==> config.mk <==
export PLATFORM = sky130hd
export DESIGN_NAME = mem_port_arbiter
export DESIGN_NICKNAME = d
export VERILOG_FILES = /design/src/rtl/mem_port_arbiter.sv
export SDC_FILE = /design/constraint.sdc
export NUM_CORES = 1
export LEC_CHECK = 0
export CAP_MARGIN = 20
export CORE_ASPECT_RATIO = 0.75
export CORE_UTILIZATION = 47
export CTS_CLUSTER_DIAMETER = 200
export DETAILED_ROUTE_END_ITERATION = 7
export GPL_TIMING_DRIVEN = 1
export PLACE_DENSITY = 0.8
export SYNTH_ARGS = -nofsm -noshare
export SYNTH_HDL_FRONTEND = slang
export SYNTH_SLANG_ARGS = --single-unit
==> constraint.sdc <==
create_clock -name clk -period 7 [get_ports clk]
set_input_delay 1.4 -clock clk [delete_from_list [all_inputs] [get_ports clk]]
set_output_delay 1.4 -clock clk [all_outputs]
set_load 0.02 [all_outputs]
==> src/rtl/mem_port_arbiter.sv <==
// mem_port_arbiter: buffers one pulse request per client channel and serialises them onto a single
// downstream memory port with one transaction outstanding. Define ARB_FIXED_PRIORITY_EN for lowest-index-first grants.
module mem_port_arbiter #(
    parameter int NCH    = 2,
    parameter int ADDR_W = 32,
    parameter int DATA_W = 32,
    localparam int SW    = DATA_W / 8
) (
    input  logic                  clk,
    input  logic                  rst,
    // Every handshake is a one-cycle pulse with no backpressure: a channel owns one slot, a request
    // into a busy slot is dropped and flagged in ch_overrun, and responses are never stalled.
    input  logic [NCH-1:0]        ch_request_enable,
    input  logic [NCH-1:0]        ch_req_mode,
    input  logic [NCH*ADDR_W-1:0] ch_req_addr,
    input  logic [NCH*DATA_W-1:0] ch_req_wdata,
    input  logic [NCH*SW-1:0]     ch_req_wstrb,
    output logic [NCH-1:0]        ch_response_enable,
    output logic [DATA_W-1:0]     ch_resp_data,
    output logic [NCH-1:0]        ch_overrun,
    output logic                  request_enable,
    output logic                  req_mode,
    output logic [ADDR_W-1:0]     req_addr,
    output logic [DATA_W-1:0]     req_wdata,
    output logic [SW-1:0]         req_wstrb,
    input  logic                  response_enable,
    input  logic [DATA_W-1:0]     resp_data,
    input  logic                  flush,
    output logic                  dbg_state
);

    localparam int CW = (NCH > 1) ? $clog2(NCH) : 1;

    typedef enum logic {S_IDLE = 1'b0, S_WAIT = 1'b1} state_t;

    state_t            state_q, state_d;
    logic [CW-1:0]     grant_q, sel;
    logic              found, start, done, aborted_q;
    logic [NCH-1:0]    pending_q, pending_d, pending_eff;
    logic [NCH-1:0]    inflight, release_m, overrun_set;

    logic              slot_mode  [NCH];
    logic [ADDR_W-1:0] slot_addr  [NCH];
    logic [DATA_W-1:0] slot_wdata [NCH];
    logic [SW-1:0]     slot_wstrb [NCH];

`ifndef ARB_FIXED_PRIORITY_EN
    logic [CW-1:0]     rr_last_q;
    logic [NCH-1:0]    rotated;
    logic [CW:0]       shamt;
    int                ch_idx;
`endif

    assign dbg_state = state_q;

    // A slot is free this cycle if it was empty, is being released, or is flushed while not in flight.
    always_comb begin
        inflight  = '0;
        release_m = '0;
        if (state_q == S_WAIT) inflight[grant_q] = 1'b1;
        done = (state_q == S_WAIT) && response_enable;
        if (done) release_m[grant_q] = 1'b1;
        pending_eff = pending_q & ~release_m & ~({NCH{flush}} & ~inflight);
        overrun_set = ch_request_enable & pending_eff;
        pending_d   = pending_eff | ch_request_enable;
    end

    always_comb begin
        found = 1'b0;
        sel   = '0;
`ifdef ARB_FIXED_PRIORITY_EN
        for (int k = 0; k < NCH; k++) begin
            if (!found && pending_q[k]) begin
                found = 1'b1;
                sel   = CW'(k);
            end
        end
`else
        // Rotate so bit 0 is the channel after the last one served, then take the first set bit.
        shamt   = {1'b0, rr_last_q} + (CW+1)'(1);
        rotated = NCH'({pending_q, pending_q} >> shamt);
        ch_idx  = 0;
        for (int k = 0; k < NCH; k++) begin
            if (!found && rotated[k]) begin
                found  = 1'b1;
                ch_idx = int'(rr_last_q) + 1 + k;
                if (ch_idx >= NCH) ch_idx = ch_idx - NCH;
                sel    = CW'(ch_idx);
            end
        end
`endif
        start = (state_q == S_IDLE) && found && !flush;
    end

    always_comb begin
        state_d = state_q;
        case (state_q)
            S_IDLE:  if (start) state_d = S_WAIT;
            S_WAIT:  if (response_enable) state_d = S_IDLE;
            default: state_d = S_IDLE;
        endcase
    end

    always_ff @(posedge clk or posedge rst) begin
        if (rst) begin
            state_q            <= S_IDLE;
            grant_q            <= '0;
            aborted_q          <= 1'b0;
            pending_q          <= '0;
            ch_overrun         <= '0;
            ch_response_enable <= '0;
            ch_resp_data       <= '0;
            request_enable     <= 1'b0;
            req_mode           <= 1'b0;
            req_addr           <= '0;
            req_wdata          <= '0;
            req_wstrb          <= '0;
`ifndef ARB_FIXED_PRIORITY_EN
            rr_last_q          <= CW'(NCH - 1);
`endif
        end else begin
            state_q            <= state_d;
            pending_q          <= pending_d;
            ch_overrun         <= ch_overrun | overrun_set;
            request_enable     <= start;
            ch_response_enable <= '0;
            if (start) begin
                req_mode  <= slot_mode[sel];
                req_addr  <= slot_addr[sel];
                req_wdata <= slot_wdata[sel];
                req_wstrb <= slot_wstrb[sel];
                grant_q   <= sel;
                aborted_q <= 1'b0;
            end
            if (state_q == S_WAIT && flush) aborted_q <= 1'b1;
            if (done) begin
                // An aborted transaction still retires its response, silently.
                if (!aborted_q && !flush) begin
                    ch_response_enable[grant_q] <= 1'b1;
                    ch_resp_data                <= resp_data;
                end
`ifndef ARB_FIXED_PRIORITY_EN
                rr_last_q <= grant_q;
`endif
            end
        end
    end

    always_ff @(posedge clk) begin
        for (int k = 0; k < NCH; k++) begin
            if (ch_request_enable[k] && !pending_eff[k]) begin
                slot_mode[k]  <= ch_req_mode[k];
                slot_addr[k]  <= ch_req_addr[k*ADDR_W +: ADDR_W];
                slot_wdata[k] <= ch_req_wdata[k*DATA_W +: DATA_W];
                slot_wstrb[k] <= ch_req_wstrb[k*SW +: SW];
            end
        end
    end

endmodule

# Word level (Yosys, flattened, before mapping)
# Memories as Yosys holds them, arrays and structs flattened. A register that Yosys moved wholly into a read port is not among the register bits.
# Index checks and enable logic that the tools add are counted.
# classes
addsub	5
n_reduce_logical	16
bitwise	10
n_mux	21
shift	1
order_cmp	4
# ops
operator	n
$mux 1	15
$logic_and 1x1->1	9
$and 2x2->2	4
$mux 2	4
$not 2->2	3
$logic_not 1->1	5
$add 1x1->2 const B	2
$or 2x2->2	2
$shr 4x2->2	1
$add 2x1->3 const B	1
$ge 3x2->1 const B	1
$ge 2x2->1 const B	1
$lt 1x2->1 const B	1
$pmux 1 s2	1
$reduce_and 2->1	1
$reduce_bool 2->1	1
$sub 1x1->1 const B	2
$demux 1 s1	1
$ge 1x1->1 const B	1
$not 1->1	1
# word_totals
input_bits	176
output_inout_bits	107
ff_bits	43
memories	4
ramBits	138
elab_cells	70
# mem_list
name	depth	width	read_ports	rd_ports_with_merged_regs	write_ports	line_no	source
slot_addr	2	32	1	1	2	43	logic [ADDR_W-1:0] slot_addr [NCH];
slot_wdata	2	32	1	1	2	44	logic [DATA_W-1:0] slot_wdata [NCH];
slot_wstrb	2	4	1	1	2	45	logic [SW-1:0] slot_wstrb [NCH];
slot_mode	2	1	1	1	2	42	logic slot_mode [NCH];

# Depth between registers and ports, before layout
# Gate-level depths: netlist of run 1.
# depth
word_depth	13
depth_mapped	4
depth_no_buf	3

# Least setup slack after synthesis of run 1
# Ideal clock, no wire load.
# synth_timing
kind	in2reg
startpoint	input flush
endpoint	memory slot_addr[0][0], enable pin
slack_ns	-0.127
n_path_buf	0
path_stages	2
arrival_time_ns	6.525
t_required_ns	6.398
setup_ns	0.602
cell_sequence	mux2i_1 a21boi_0
# synth_lines
element	line_no	source
start, declared	28	input logic flush,
end, declared	43	

==> reports/qor.csv, run 1 <==
metric,value,unit
drt_iter0_markers,358,
fp.dieArea,0.0202,mm^2
avgSynthCellArea,19.9,um^2
arrival,3.52,ns
clk_pin_slew,0.06,ns
fin_cells,1024,
max_stage_delay,0.74,ns
synth_nets,639,
worstHoldStart,ch_overrun[0]$_DFF_PP0_,
final_common_cell,clkdlybuf4s50_1,
reg2regPathDepth,4,
r2r_slack,4.43,ns
maxSlewViolCount,0,
htreeDepth,1,
placed_area,0.0123,mm^2
worst_setup_path_end_kind,flip-flop,
drive_gt1_frac,0.283,
regArea,0.00695,mm^2
fmax,0.293,GHz
vias,5228,
diodes,0,
die_h,123,um
multi_input_comb_area,0.00214,mm^2
holdPathEnd,ch_overrun[0]$_DFF_PP0_,
areaGrowthSynthToFinish,42.0,%
reg2reg_from,dbg_state$_DFF_PP0_,
dr.pass1.iters,4,
outcome,completed,
ctsHoldBuffers,0,
synthCells,463,
power.density,409,mW/mm^2
grt_max_degree,74,
gp_congestion,0.777,
hold_path_class,flip-flop to flip-flop,
vdd_drop_max,0.230,mV
cts_tree,yes,
wl_per_cell,20.8,um
total_power,5.35,mW
skew,0.0158,ns
start_kind,input pin,
grt_overflow,0,
synth_xor_area_frac,0,
synth_adder_area_share,0,
hold_violations,0,
cts_root_buf,clkbuf_16,
antenna_left,0,
finalCritPeriodShare,0.487,
cts.repair.resized,0,
r2r-end,slot_mode[0]$_DFFE_PP_,
holdPathStages,1,
required,7.12,ns
wl,21.3,mm
numPortBuffers,282,
crit_type,input pin to flip-flop,
worstMarginPinSlew,1.08,ns
pre_cts_ws,3.08,ns
grt_pass1_wl,31.2,mm
die_w,164,um
post-place-cells,980,
period_needed,3.41,ns
dpl.hpwl,14.1,mm
rsz0062_at_grt,no,
synth_mux_area_frac,0.212,
cts_setup_buffers,0,
layout_setup_ws,3.59,ns
synth_top_family_by_area,multiplexers,
drc,0,
netlist_area,0.00922,mm^2
cp_max_fo,60,
synth-seq-area-share,0.754,
yosys.area_share.simple,0.0102,
p_leak,4.93,nW
setup_viol,0,
core,0.0188,mm^2
cts_buffer_depth,3,
grt_pass1_vias,5637,
clkSinkCount,250,
synth_compound_area_frac,0.00760,
yosys-top-cells-area,"edfxtp_1 45%, dfrtp_1 30%, mux2_2 20%, buf_6 1.2%, mux2_4 0.65%",
cts_made_buffers,25,
ys_warn_count,0,
ys_seq_elements,250,
mostFrequentLayoutCells,"282 x clkdlybuf4s50_1, 164 x mux2_2, 138 x edfxtp_1, 111 x dfrtp_1, 25 x clkbuf_16",
finalInstanceArea,0.0131,mm^2
core.rowCount,43,
synth_top_area_share,0.450,
insertion_delay,0.51,ns
boundaryPins,283,
finalSetupTns,0,ns
maxCapViolations,0,
viasPerCell,5.11,
antenna_found_initial,0,
slew_headroom,0.278,
synth_area_leader_cell,edfxtp_1,
ys_types,25,
cpMaxStageDelayCell,buf_4,
cp_cell_sequence,clkdlybuf4s50_1 > mux2i_1 > a21boi_4 > buf_4,
start_util,0.490,
fillers,1219,
fin_nets,936,
track_usage,0.205,
## layer usage
metal	vias up	share of wire	global-route usage
met5	-	0	0
met4	0	0.029	0.0637
met3	43	0.057	0.0382
met2	204	0.49	0.342
met1	2644	0.42	0.273
li1	2337	-	-
## cells in the mapped netlist
master,number
buf_6,10
nor2_1,2
nor4_1,1
nand2b_1,1
dfstp_2,1
mux2_2,164
mux2_4,4
or2b_1,1
mux2_1,3
a21boi_0,1
nand2_1,3
a41o_1,1
and2_1,2
a31o_2,1
a21oi_1,1
edfxtp_1,138
mux2i_1,1
dfrtp_1,111
a21bo_2,1
a21o_2,2
nor3_4,2
buf_2,7
inv_1,2
a21boi_2,1
nand3_1,2
## flip-flops by register name (all words and copies together), names as in the netlist, 2 cells and up
signal              count
ch_overrun              2
ch_resp_data           32
ch_response_enable      2
pending_q               2
req_addr               32
req_wdata              32
req_wstrb               4
slot_addr              64
slot_mode               2
slot_wdata             64
slot_wstrb              8
## stage by stage
stage | util | hold WS [ns]
2_1_floorplan | - | 0.446
3_3_place_gp | 0.651 | 0.455
3_5_place_dp | 0.651 | 0.474
4_1_cts | 0.695 | 0.488
5_1_grt | 0.695 | 0.503
6_report | 0.695 | 0.487
## logic make-up after synthesis
logic type,count (synthesis)
compound gates,8
buf+inv,19
flops,250
mux,172
simple gates,14
## critical path, delay by kind of cell
kind,cells,cell delay (ns)
muxes,1,0.24
buffers and inverters,2,1.40
AOI/OAI and AO/OA,1,0.38
## layout make-up
cell class                      instances  share of cell area
Clock inverter                         11             0.00985
Multi-Input combinational cell        194               0.163
Tap cell                              247              0.0236
Sequential cell                       250               0.531
Clock buffer                           33              0.0532
Inverter                                2            0.000765
Timing Repair Buffer                  287               0.219
## how the worst max path moves through the flow
stage	from	to	slack (ns)
detailed placement	flush	slot_wdata[0][14]$_DFFE_PP_	3.08
floorplan	flush	slot_addr[0][0]$_DFFE_PP_	1.70
CTS	flush	slot_mode[0]$_DFFE_PP_	3.60
global route	flush	slot_mode[0]$_DFFE_PP_	3.48
global placement	flush	slot_wdata[0][0]$_DFFE_PP_	3.19
finish	flush	slot_mode[0]$_DFFE_PP_	3.59
## power by group
group / switching [mW] / leakage, nW / internal (mW)
Sequential: 0.220 / 2.63 / 1.98
Combinational: 0.840 / 1.89 / 0.977
Clock: 0.528 / 0.406 / 0.806
Total: 1.59 / 4.93 / 3.76
No activity file was read; power rests on OpenSTA's default activity.
==> inputs of run 2 (changes only) <==
clock period = 3.2 ns   (was 7 ns; I/O delays follow)
==> run 2 against run 1 <==
  * Wire length shrank 2.8%
  * Cell count grew 0.49%
  * Final area grew 0.21%
  * Largest power group unchanged
==> reports/qor.csv, run 2 (same netlist as run 1, synthesis figures left out) <==
metric,value,unit,change
path_depth,1,,-3
worst_setup_path_end_kind,primary output,,
htreeDepth,1,,unchanged
drc,0,,unchanged
netSwitchingFraction,0.298,,+0.000749
track_usage,0.204,,-0.00112
clk_pin_slew,0.06,ns,about the same
grt_overflow,0,,unchanged
dr.pass1.iters,4,,unchanged
arrival,1.66,ns,-1.86 ns
crit_type,flip-flop to primary output,,
total_power,11.5,mW,+110%
setup_viol,0,,unchanged
skew,0.00572,ns,-0.0101 ns
grt_max_degree,113,,+53%
final_common_cell,clkdlybuf4s50_1,,
reg_top3,"slot_addr (64), slot_wdata (64)",,
numPortBuffers,282,,unchanged
drt_iter0_markers,249,,-30%
wl_per_cell,20.2,um,-3.2%
cts_made_buffers,24,,-4.0%
antenna_found_initial,0,,unchanged
core.rowCount,43,,unchanged
rsz0062_at_grt,no,,
vdd_drop_max,0.609,mV,+160%
insertion_delay,0.51,ns,about the same
p_switching,3.41,mW,+110%
fp.dieArea,0.0202,mm^2,unchanged
start_kind,flip-flop,,
cpMaxStageDelayCell,clkdlybuf4s50_1,,
period_needed,2.30,ns,
vias,5241,,+0.25%
mostFrequentLayoutCells,"282 x clkdlybuf4s50_1, 164 x mux2_2, 138 x edfxtp_1, 111 x dfrtp_1, 25 x clkbuf_16",,
cts_tree,yes,,
cp_num_buf_inv,1,,-1
die_h,123,um,unchanged
startpoint,dbg_state$_DFF_PP0_,,
required,2.56,ns,-4.56 ns
maxSlewViolCount,0,,unchanged
p_int,8.06,mW,+110%
worstMarginPinSlew,0.639,ns,-0.443 ns
critical_path.endpoint,dbg_state,,
r2r-end,req_wstrb[2]$_DFFE_PP0P_,,
diodes,0,,unchanged
clkSinkCount,250,,unchanged
grt_pass1_wl,30.9,mm,-0.95%
viasPerCell,5.09,,-0.24%
regArea,0.00695,mm^2,unchanged
p_leak,4.94,nW,+0.30%
antenna_left,0,,unchanged
pwr-share-comb,0.347,,+0.008
outcome,completed,,
fillers,1230,,+0.90%
p_seq_frac,0.417,,+0.006
ctsHoldBuffers,0,,unchanged
power.density,875,mW/mm^2,+110%
r2r_slack,1.18,ns,-3.25 ns
slew_headroom,0.574,,+0.296
wl,20.7,mm,-2.8%
grt_pass1_vias,5523,,-2.0%
start_util,0.490,,unchanged
gp_congestion,0.799,,+2.9%
cts_buffer_depth,3,,unchanged
hold_path_class,flip-flop to flip-flop,,
reg2regPathDepth,4,,unchanged
hold_violations,0,,unchanged
cts.repair.resized,0,,unchanged
cp_top_family,buffers and inverters,,
drive_gt1_frac,0.289,,+0.00586
fmax,0.435,GHz,
finalCritPeriodShare,0.719,,
max_stage_delay,0.67,ns,-0.07 ns
cp_max_fo,8,,-87%
core,0.0188,mm^2,unchanged
areaGrowthSynthToFinish,42.3,%,
cp_cell_sequence,clkdlybuf4s50_1,,
dpl.hpwl,13.9,mm,-0.78%
pwr-share-clk,0.236,,-0.013
multi_input_comb_area,0.00214,mm^2,unchanged
die_w,164,um,unchanged
fin_nets,940,,+0.43%
reg2reg_from,pending_q[0]$_DFF_PP0_,,
boundaryPins,283,,unchanged
cts_setup_buffers,0,,unchanged
maxCapViolations,0,,unchanged
finalSetupTns,0,ns,unchanged
cts_root_buf,clkbuf_16,,
-- run 2: how the worst min path moves through the flow --
stage	from	to	cells past startpoint
floorplan	rr_last_q$_DFFE_PP1N_	rr_last_q$_DFFE_PP1N_	2
finish	rr_last_q$_DFFE_PP1N_	rr_last_q$_DFFE_PP1N_	2
global route	ch_resp_data[4]$_DFFE_PP0P_	ch_resp_data[4]$_DFFE_PP0P_	1
detailed placement	rr_last_q$_DFFE_PP1N_	rr_last_q$_DFFE_PP1N_	2
CTS	rr_last_q$_DFFE_PP1N_	rr_last_q$_DFFE_PP1N_	2
global placement	ch_overrun[0]$_DFF_PP0_	ch_overrun[0]$_DFF_PP0_	1
-- run 2: layout make-up --
class,count,share of cell area
well taps,247,0.0236
clock inverters,12,0.00620
flip-flops and latches,250,0.530
repair buffers,292,0.225
multi-input cells,194,0.163
clock buffers,32,0.0520
inverters,2,0.000859
-- run 2: routing by layer --
metal,vias to the layer above,GRT usage,wire length (um)
li1,2345,-,-
met1,2657,0.276,8680
met2,207,0.332,9930
met3,32,0.0496,1710
met4,0,0.0527,412
met5,-,0,0
-- run 2: stage by stage --
stage | cell area, um^2 | cells | setup slack (ns) | hold slack (ns) | utilization
2_1_floorplan | 9230 | 463 | 0.193 | 0.446 | -
3_3_place_gp | 12400 | 985 | 0.584 | 0.470 | 0.656
3_5_place_dp | 12400 | 985 | 0.565 | 0.476 | 0.656
4_1_cts | 13100 | 1029 | 0.869 | 0.488 | 0.696
5_1_grt | 13100 | 1029 | 0.828 | 0.508 | 0.696
6_report | 13100 | 1029 | 0.900 | 0.485 | 0.696
-- run 2: power by group through the flow --
stage          sequential (mW)  clock, mW  combinational, mW
5_1_grt                   4.89       2.91               4.19
6_report                  4.78       2.71               3.98
3_5_place_dp              4.84          0               4.01
3_3_place_gp              4.78          0               3.93
2_1_floorplan             5.58          0               1.28
4_1_cts                   4.79       2.78               4.03
